[config.mk]
export PLATFORM = sky130hd
export DESIGN_NAME = fft_out_reorder_flat
export DESIGN_NICKNAME = d
export VERILOG_FILES = /design/src/rtl/fft_out_reorder_if.sv /design/src/rtl/fft_out_reorder.sv /design/src/flat_wrapper.sv
export SDC_FILE = /design/constraint.sdc
export NUM_CORES = 1
export LEC_CHECK = 0
export CORE_ASPECT_RATIO = 1.5
export CORE_MARGIN = 3
export CORE_UTILIZATION = 50
export CTS_CLUSTER_SIZE = 12
export DETAILED_ROUTE_END_ITERATION = 10
export GPL_TIMING_DRIVEN = 0
export PLACE_DENSITY = 0.69
export SLEW_MARGIN = 20
export SYNTH_ARGS = -nofsm -noshare
export SYNTH_HDL_FRONTEND = slang
export SYNTH_SLANG_ARGS = --single-unit
[constraint.sdc]
create_clock -name clk -period 2.1 [get_ports clk]
set_input_delay 0.525 -clock clk [delete_from_list [all_inputs] [get_ports clk]]
set_output_delay 0.525 -clock clk [all_outputs]
set_load 0.02 [all_outputs]
[src/rtl/fft_out_reorder_if.sv]
// Handshake bundle between the FFT core, the output reorder stage and the downstream consumer.
// The slave modport is the reorder block's view; the master modport is the driver/consumer view.
interface fft_out_reorder_if #(
    parameter int DATA_W = 34
);
    logic              in_valid;
    logic [DATA_W-1:0] in_data;
    logic              in_ready;
    logic              out_valid;
    logic [DATA_W-1:0] out_data;
    logic              out_last;
    logic              out_ready;

    modport slave (
        input  in_valid, in_data, out_ready,
        output in_ready, out_valid, out_data, out_last
    );

    modport master (
        output in_valid, in_data, out_ready,
        input  in_ready, out_valid, out_data, out_last
    );
endinterface

[src/rtl/fft_out_reorder.sv]
// FFT output reorder: writes bit-reversed samples into a ping-pong bank pair and
// streams each completed frame back out in natural index order.
module fft_out_reorder #(
    parameter int N_LOG2 = 3,
    parameter int DATA_W = 34
) (
    input logic            clk,
    input logic            rst_n,
    fft_out_reorder_if.slave bus
);
    localparam int N = 1 << N_LOG2;
    localparam logic [N_LOG2-1:0] LAST_IDX = N_LOG2'(N - 1);

    logic              wr_bank_reg;
    logic              rd_bank_reg;
    logic [N_LOG2-1:0] wr_cnt_reg;
    logic [N_LOG2-1:0] rd_cnt_reg;
    logic [1:0]        full_reg;
    logic [1:0]        full_next;
    logic [N_LOG2-1:0] wr_addr;
    logic [DATA_W-1:0] mem_reg [2][N];

    logic wr_fire;
    logic rd_fire;
    logic wr_wrap;
    logic rd_wrap;

    // Write address is the bit-reversed arrival count.
    genvar gi;
    generate
        for (gi = 0; gi < N_LOG2; gi++) begin : g_bitrev
            assign wr_addr[gi] = wr_cnt_reg[N_LOG2-1-gi];
        end
    endgenerate

    assign bus.in_ready  = !full_reg[wr_bank_reg];
    assign bus.out_valid = full_reg[rd_bank_reg];
    assign bus.out_data  = mem_reg[rd_bank_reg][rd_cnt_reg];
    assign bus.out_last  = full_reg[rd_bank_reg] && (rd_cnt_reg == LAST_IDX);

    assign wr_fire = bus.in_valid && !full_reg[wr_bank_reg];
    assign rd_fire = full_reg[rd_bank_reg] && bus.out_ready;
    assign wr_wrap = wr_fire && (wr_cnt_reg == LAST_IDX);
    assign rd_wrap = rd_fire && (rd_cnt_reg == LAST_IDX);

    // Set and clear always target different banks: a bank being written is never full.
    always_comb begin
        full_next = full_reg;
        if (wr_wrap) begin
            full_next[wr_bank_reg] = 1'b1;
        end
        if (rd_wrap) begin
            full_next[rd_bank_reg] = 1'b0;
        end
    end

    always_ff @(posedge clk or negedge rst_n) begin
        if (!rst_n) begin
            wr_bank_reg <= 1'b0;
            rd_bank_reg <= 1'b0;
            wr_cnt_reg  <= '0;
            rd_cnt_reg  <= '0;
            full_reg    <= 2'b00;
        end else begin
            full_reg <= full_next;
            if (wr_fire) begin
                wr_cnt_reg <= wr_cnt_reg + 1'b1;
            end
            if (wr_wrap) begin
                wr_bank_reg <= !wr_bank_reg;
            end
            if (rd_fire) begin
                rd_cnt_reg <= rd_cnt_reg + 1'b1;
            end
            if (rd_wrap) begin
                rd_bank_reg <= !rd_bank_reg;
            end
        end
    end

    // Banks are cleared on reset so out_data reads zero until the first frame lands.
    always_ff @(posedge clk or negedge rst_n) begin
        if (!rst_n) begin
            for (int b = 0; b < 2; b++) begin
                for (int e = 0; e < N; e++) begin
                    mem_reg[b][e] <= '0;
                end
            end
        end else if (wr_fire) begin
            mem_reg[wr_bank_reg][wr_addr] <= bus.in_data;
        end
    end
endmodule

[src/flat_wrapper.sv]
// flat-port wrapper written by rule: the top's interface ports become plain ports
module fft_out_reorder_flat 
#(
    parameter int N_LOG2 = 3,
    parameter int DATA_W = 34
)
  (clk, rst_n, bus_in_valid, bus_in_data, bus_out_ready, bus_in_ready, bus_out_valid, bus_out_data, bus_out_last);
  fft_out_reorder_if #(.DATA_W(DATA_W)) bus_i ();
  input logic clk;
  input logic rst_n;
  input wire logic [$bits(bus_i.in_valid)-1:0] bus_in_valid;
  input wire logic [$bits(bus_i.in_data)-1:0] bus_in_data;
  input wire logic [$bits(bus_i.out_ready)-1:0] bus_out_ready;
  output wire logic [$bits(bus_i.in_ready)-1:0] bus_in_ready;
  output wire logic [$bits(bus_i.out_valid)-1:0] bus_out_valid;
  output wire logic [$bits(bus_i.out_data)-1:0] bus_out_data;
  output wire logic [$bits(bus_i.out_last)-1:0] bus_out_last;
  assign bus_i.in_valid = bus_in_valid;
  assign bus_i.in_data = bus_in_data;
  assign bus_i.out_ready = bus_out_ready;
  assign bus_in_ready = bus_i.in_ready;
  assign bus_out_valid = bus_i.out_valid;
  assign bus_out_data = bus_i.out_data;
  assign bus_out_last = bus_i.out_last;
  fft_out_reorder #(.N_LOG2(N_LOG2), .DATA_W(DATA_W)) u_core (.clk(clk), .rst_n(rst_n), .bus(bus_i));
endmodule
Yosys cells after proc, flatten, opt, wreduce, memory -nomap -nowiden
Index checks and enable logic that the tools add are counted.
{"block": "totals", "out_inout_bits": 37, "reg_bits": 554, "word_cells": 75}
{"block": "op_classes", "reduce_logical": 12, "n_eq_ne": 2, "order_cmp": 10, "n_mux": 21, "bitwise_logic": 7, "addsub": 2}
{"operator": "$mux 272", "n": 4}
{"operator": "$bwmux 544", "n": 1}
{"operator": "$demux 272 s1", "n": 1}
{"operator": "$bmux 34 s3", "n": 1}
{"operator": "$demux 34 s3", "n": 1}
{"operator": "$mux 34", "n": 3}
{"operator": "$logic_and 1x1->1", "n": 9}
{"operator": "$ge 4x4->1 const B", "n": 2}
{"operator": "$not 3->4", "n": 2}
{"operator": "$add 3x1->3 const B", "n": 2}
{"operator": "$eq 3x3->1 const B", "n": 2}
{"operator": "$mux 1", "n": 6}
{"operator": "$ge 2x2->1 const B", "n": 2}
{"operator": "$lt 1x2->1 const B", "n": 2}
{"operator": "$lt 4x1->1 const B", "n": 1}
{"operator": "$mux 2", "n": 2}
{"operator": "$not 1->2", "n": 2}
{"operator": "$logic_not 1->1", "n": 3}
{"operator": "$and 2x2->2", "n": 1}
{"operator": "$demux 1 s1", "n": 2}
{"operator": "$ge 1x1->1 const B", "n": 2}
{"operator": "$lt 2x1->1 const B", "n": 1}
{"operator": "$not 2->2", "n": 1}
{"operator": "$or 2x2->2", "n": 1}

Depth between registers and ports, before layout
{"block": "logic_depth", "depth_word": 8, "mapped_depth": 7, "depth_no_buf": 5}

Worst setup path before layout
Ideal clock, no wire load.
{"block": "synth_timing", "path_kind": "reg-to-output", "start": "reg u_core.rd_bank_reg", "end": "out bus_out_data[17]", "t_arrival_ns": 1.592, "setup_slack_ns": -0.017, "path_stages_with_launch": 7, "path_buffers": 3, "cell_sequence": "dfrtp_1 > buf_2 > buf_6 > buf_4 > mux4_2 > a22oi_1 > nand2_1"}
{"block": "synth_between", "elab_chain_cells": 7}
{"element": "start: declaration", "line_no": "fft_out_reorder.sv:15", "rtl": "logic rd_bank_reg;"}
{"element": "start signal: assignment", "line_no": "fft_out_reorder.sv:76", "rtl": "rd_bank_reg <= !rd_bank_reg;"}
{"element": "$not 1->2 (implied by the code)", "line_no": "fft_out_reorder.sv:38", "rtl": "assign bus.out_data = mem_reg[rd_bank_reg][rd_cnt_reg];"}
{"element": "$mux 272 (implied by the code) (3 in series)", "line_no": "fft_out_reorder.sv:38"}
{"element": "$bmux 34 s3", "line_no": "fft_out_reorder.sv:38"}
{"element": "$mux 34 (implied by the code) (2 in series)", "line_no": "fft_out_reorder.sv:38"}
{"element": "end: declaration", "line_no": "flat_wrapper.sv:16", "rtl": "output wire logic [$bits(bus_i.out_data)-1:0] bus_out_data;"}
No other way between the ends. The select of a mux whose other input is x is not followed.

Worst setup path after layout
{"block": "layout_timing", "start": "reg u_core.rd_bank_reg", "end": "out bus_out_data[13]"}
Same word-level chain as after synthesis.

==> summary.md <==
| Metric | Value |
|---|---|
| TritonCTS clock tree | `done` |
| Number of unique standard cell types used by synthesis | `36` |
| DRT iter0 DRCs | `745` |
| Final Skew | `0.0249 ns` |
| DRT antenna net count | `0` |
| Share of cells above drive strength 1 | `0.571` |
| Gr ovfl total | `0` |
| Final instance area | `30200 µm²` |
| CTS root buffer | `clkbuf_16` |
| Worst path cell trace | `buf_6 -> buf_12 -> buf_12 -> buf_12 -> mux4_2 -> a22oi_1 -> nand2_1 -> buf_2` |
| GP Congestion | `0.784` |
| Top FF cell, synth | `dfrtp_1` |
| Fill cells | `3734` |
| Vias in the first global route | `15799` |
| Core Box Area | `50200 µm²` |
| I/O Buffers | `74` |
| Placed Cells incl. Taps | `2275` |
| CP peak stage delay | `0.48 ns` |
| CP startpoint kind | `register` |
| Yosys reg bits | `554` |
| Share of the clock period used by the worst path | `1.43` |
| Setup WS post-layout | `-0.911 ns` |
| # IOs | `75` |
| Num rows | `100` |
| DRC | `0` |
| Total negative slack | `-29.91 ns` |
| Fraction of registers with async set/reset | `1.00` |
| Post-synthesis sequential area ratio | `0.541` |
| Setup Viol. Count Final | `36` |
| Syn avg cell area | `16.7 µm²` |
| Nets | `1753` |
| CP top delay family | `buffers and inverters` |
| Sink Count | `554` |
| Starting Density | `0.510` |
| Status | `finished with violations` |
| Initial antenna violation count | `2` |
| Max-cap violations | `0` |
| Multi-input logic area | `11100 µm²` |
| Peak Freq | `0.332 GHz` |
| Mapped Cells | `1532` |
| Post-placement cell area | `27400 µm²` |
| H-tree Lvls | `2` |
| Data arrival, critical path | `2.49 ns` |
| Later-pin clock latency in the skew report | `0.62 ns` |
| Mapped cell area | `25600 µm²` |
| TritonCTS buffer count | `54` |
| Pre-CTS setup slack | `-1.24 ns` |
| Non-Filler Instances | `2396` |
| Register Area | `13900 µm²` |
| Synthesis Warnings | `0` |
| Detailed Routing Iterations Pass 1 | `5` |
| Worst path buffer plus inverter count | `5` |
| Pins Over Slew Limit | `0` |
| Final wirelength | `66.7 mm` |
| Pwr/cell area | `1630 nW/µm²` |
| Relative slew slack | `0.658` |
| Crit-path slowest cell | `mux4_2` |
| Peak supply drop | `1.11 mV` |
| Clk slew on worst S/H paths | `0.06 ns` |
| Routed via count | `14419` |
| CP Data Required Time | `1.57 ns` |
| Via density | `6.02` |
| Synthesized Nets | `1578` |
| Die W | `191 µm` |
| Most frequent CP cell | `buf_12` |
| LEAKAGE | `0.0134 µW` |
| Die Y | `283 µm` |
| Final hold vios | `0` |
| Setup CP Type | `reg -> out` |
| Pin count of the biggest net entering global routing | `106` |
| Pwr Total | `49100 µW` |
| Fin crit period | `3.01 ns` |
| Clk buf depth | `3` |
| Routed len/inst | `27.8 µm` |
| Failing checks | `setup timing` |
| First-pass GRT wire length | `100 mm` |
| Crit Path Max Fanout | `6` |
| Area growth syn-to-layout | `17.9%` |
| DIE AREA | `54000 µm²` |
| RSZ-0062 raised after global routing | `yes` |
| Hold Path Class | `reg -> reg` |
| # diodes | `0` |
| Crit. End Element | `output pin` |
| DP HPWL | `41.4 mm` |
| Post-synth EDFFs | `0` |
| Gr usage total | `0.247` |
| Max FFs per register | `544` |
| Worst-margin pin slew | `0.512 ns` |
[layout make-up]
type / instances / share of cell area
multi-input cells: 835 / 0.368
well taps: 663 / 0.0275
repair buffers: 120 / 0.0482
inverters: 3 / 0.000373
plain buffers: 139 / 0.0450
flip-flops and latches: 554 / 0.459
clock inverters: 4 / 0.00224
clock buffers: 78 / 0.0498
[report_power, final]
part | leakage, µW | internal (µW) | total (µW) | switching, µW
Sequential | 0.00703 | 15600 | 18200 | 2580
Clock | 0.000761 | 5020 | 9080 | 4050
Combinational | 0.00561 | 12400 | 21900 | 9430
[placed cells by master (no fill, tap or decap), types with 31 or more instances in the layout]
cell type and n:
mux4_2 136, buf_12 31, buf_4 31, mux2_4 121
mux2_2 387, dfrtp_1 553, clkbuf_1 53, a22oi_2 54
mux2_1 40, buf_6 61, clkbuf_16 62, clkdlybuf4s50_1 36
[cells by family after synthesis]
logic type	synth area share
compound gates	0.0210
xor+xnor	0.000684
mux	0.379
fa+ha+maj	0.00391
flops	0.541
simple gates	0.0145
buf+inv	0.0393
[layer usage]
| layer | track usage | part of all wire | vias up | wire length [µm] |
|---|---|---|---|---|
| li1 | - | - | 6041 | - |
| met1 | 0.320 | 0.41 | 7932 | 27400 |
| met2 | 0.428 | 0.52 | 307 | 34800 |
| met3 | 0.0362 | 0.034 | 135 | 2300 |
| met4 | 0.0799 | 0.033 | 4 | 2170 |
| met5 | 0 | 0.00043 | - | 29 |
[path summary, 6_finish.rpt]
check	startpoint	endpoint	slack [ns]	cells after the start
hold / removal	u_core.mem_reg[266]$_DFFE_PN0P_	u_core.mem_reg[266]$_DFFE_PN0P_	0.49	1
hold reg to reg	u_core.mem_reg[266]$_DFFE_PN0P_	u_core.mem_reg[266]$_DFFE_PN0P_	0.49	1
setup / recovery	u_core.rd_bank_reg$_DFFE_PN0P_	bus_out_data[13]	-0.91	8
setup reg to reg	u_core.full_reg[0]$_DFF_PN0_	u_core.mem_reg[464]$_DFFE_PN0P_	0.05	5
max in group asynchronous	rst_n	u_core.mem_reg[494]$_DFFE_PN0P_	0.17	6
min in group asynchronous	rst_n	u_core.mem_reg[245]$_DFFE_PN0P_	0.65	3
[synthesized netlist by cell type, types with 3 or more instances]
library cell / number / area (µm²)
a22oi_1: 68 / 510
and2_1: 5 / 31.3
and3_4: 4 / 45.0
buf_1: 8 / 30.0
buf_12: 12 / 240
buf_2: 28 / 140
buf_4: 12 / 90.1
buf_6: 26 / 293
clkbuf_1: 54 / 203
dfrtp_1: 554 / 13900
ha_1: 8 / 100
mux2_1: 40 / 450
mux2_2: 388 / 4370
mux2_4: 120 / 1800
mux4_2: 136 / 3060
nand2_1: 39 / 146
nand2_2: 3 / 18.8
nor2b_1: 3 / 18.8
[through the flow]
| step | hold slack [ns] | util |
|---|---|---|
| 2_1_floorplan | 0.229 | - |
| 3_3_place_gp | 0.462 | 0.542 |
| 3_5_place_dp | 0.474 | 0.546 |
| 4_1_cts | 0.488 | 0.592 |
| 5_1_grt | 0.502 | 0.602 |
| 6_report | 0.486 | 0.602 |
[repair_timing]
action                                  in CTS  in global routing
endpoints found under the hold margin       57                  0
endpoints found under the setup margin     126                445
cloned                                       5                  7
resized for setup                          339                 78
hold buffers                                 2                  0
pin swaps                                   26                 26
buffers inserted                            15                 14
(Power assumes the default switching activity.)
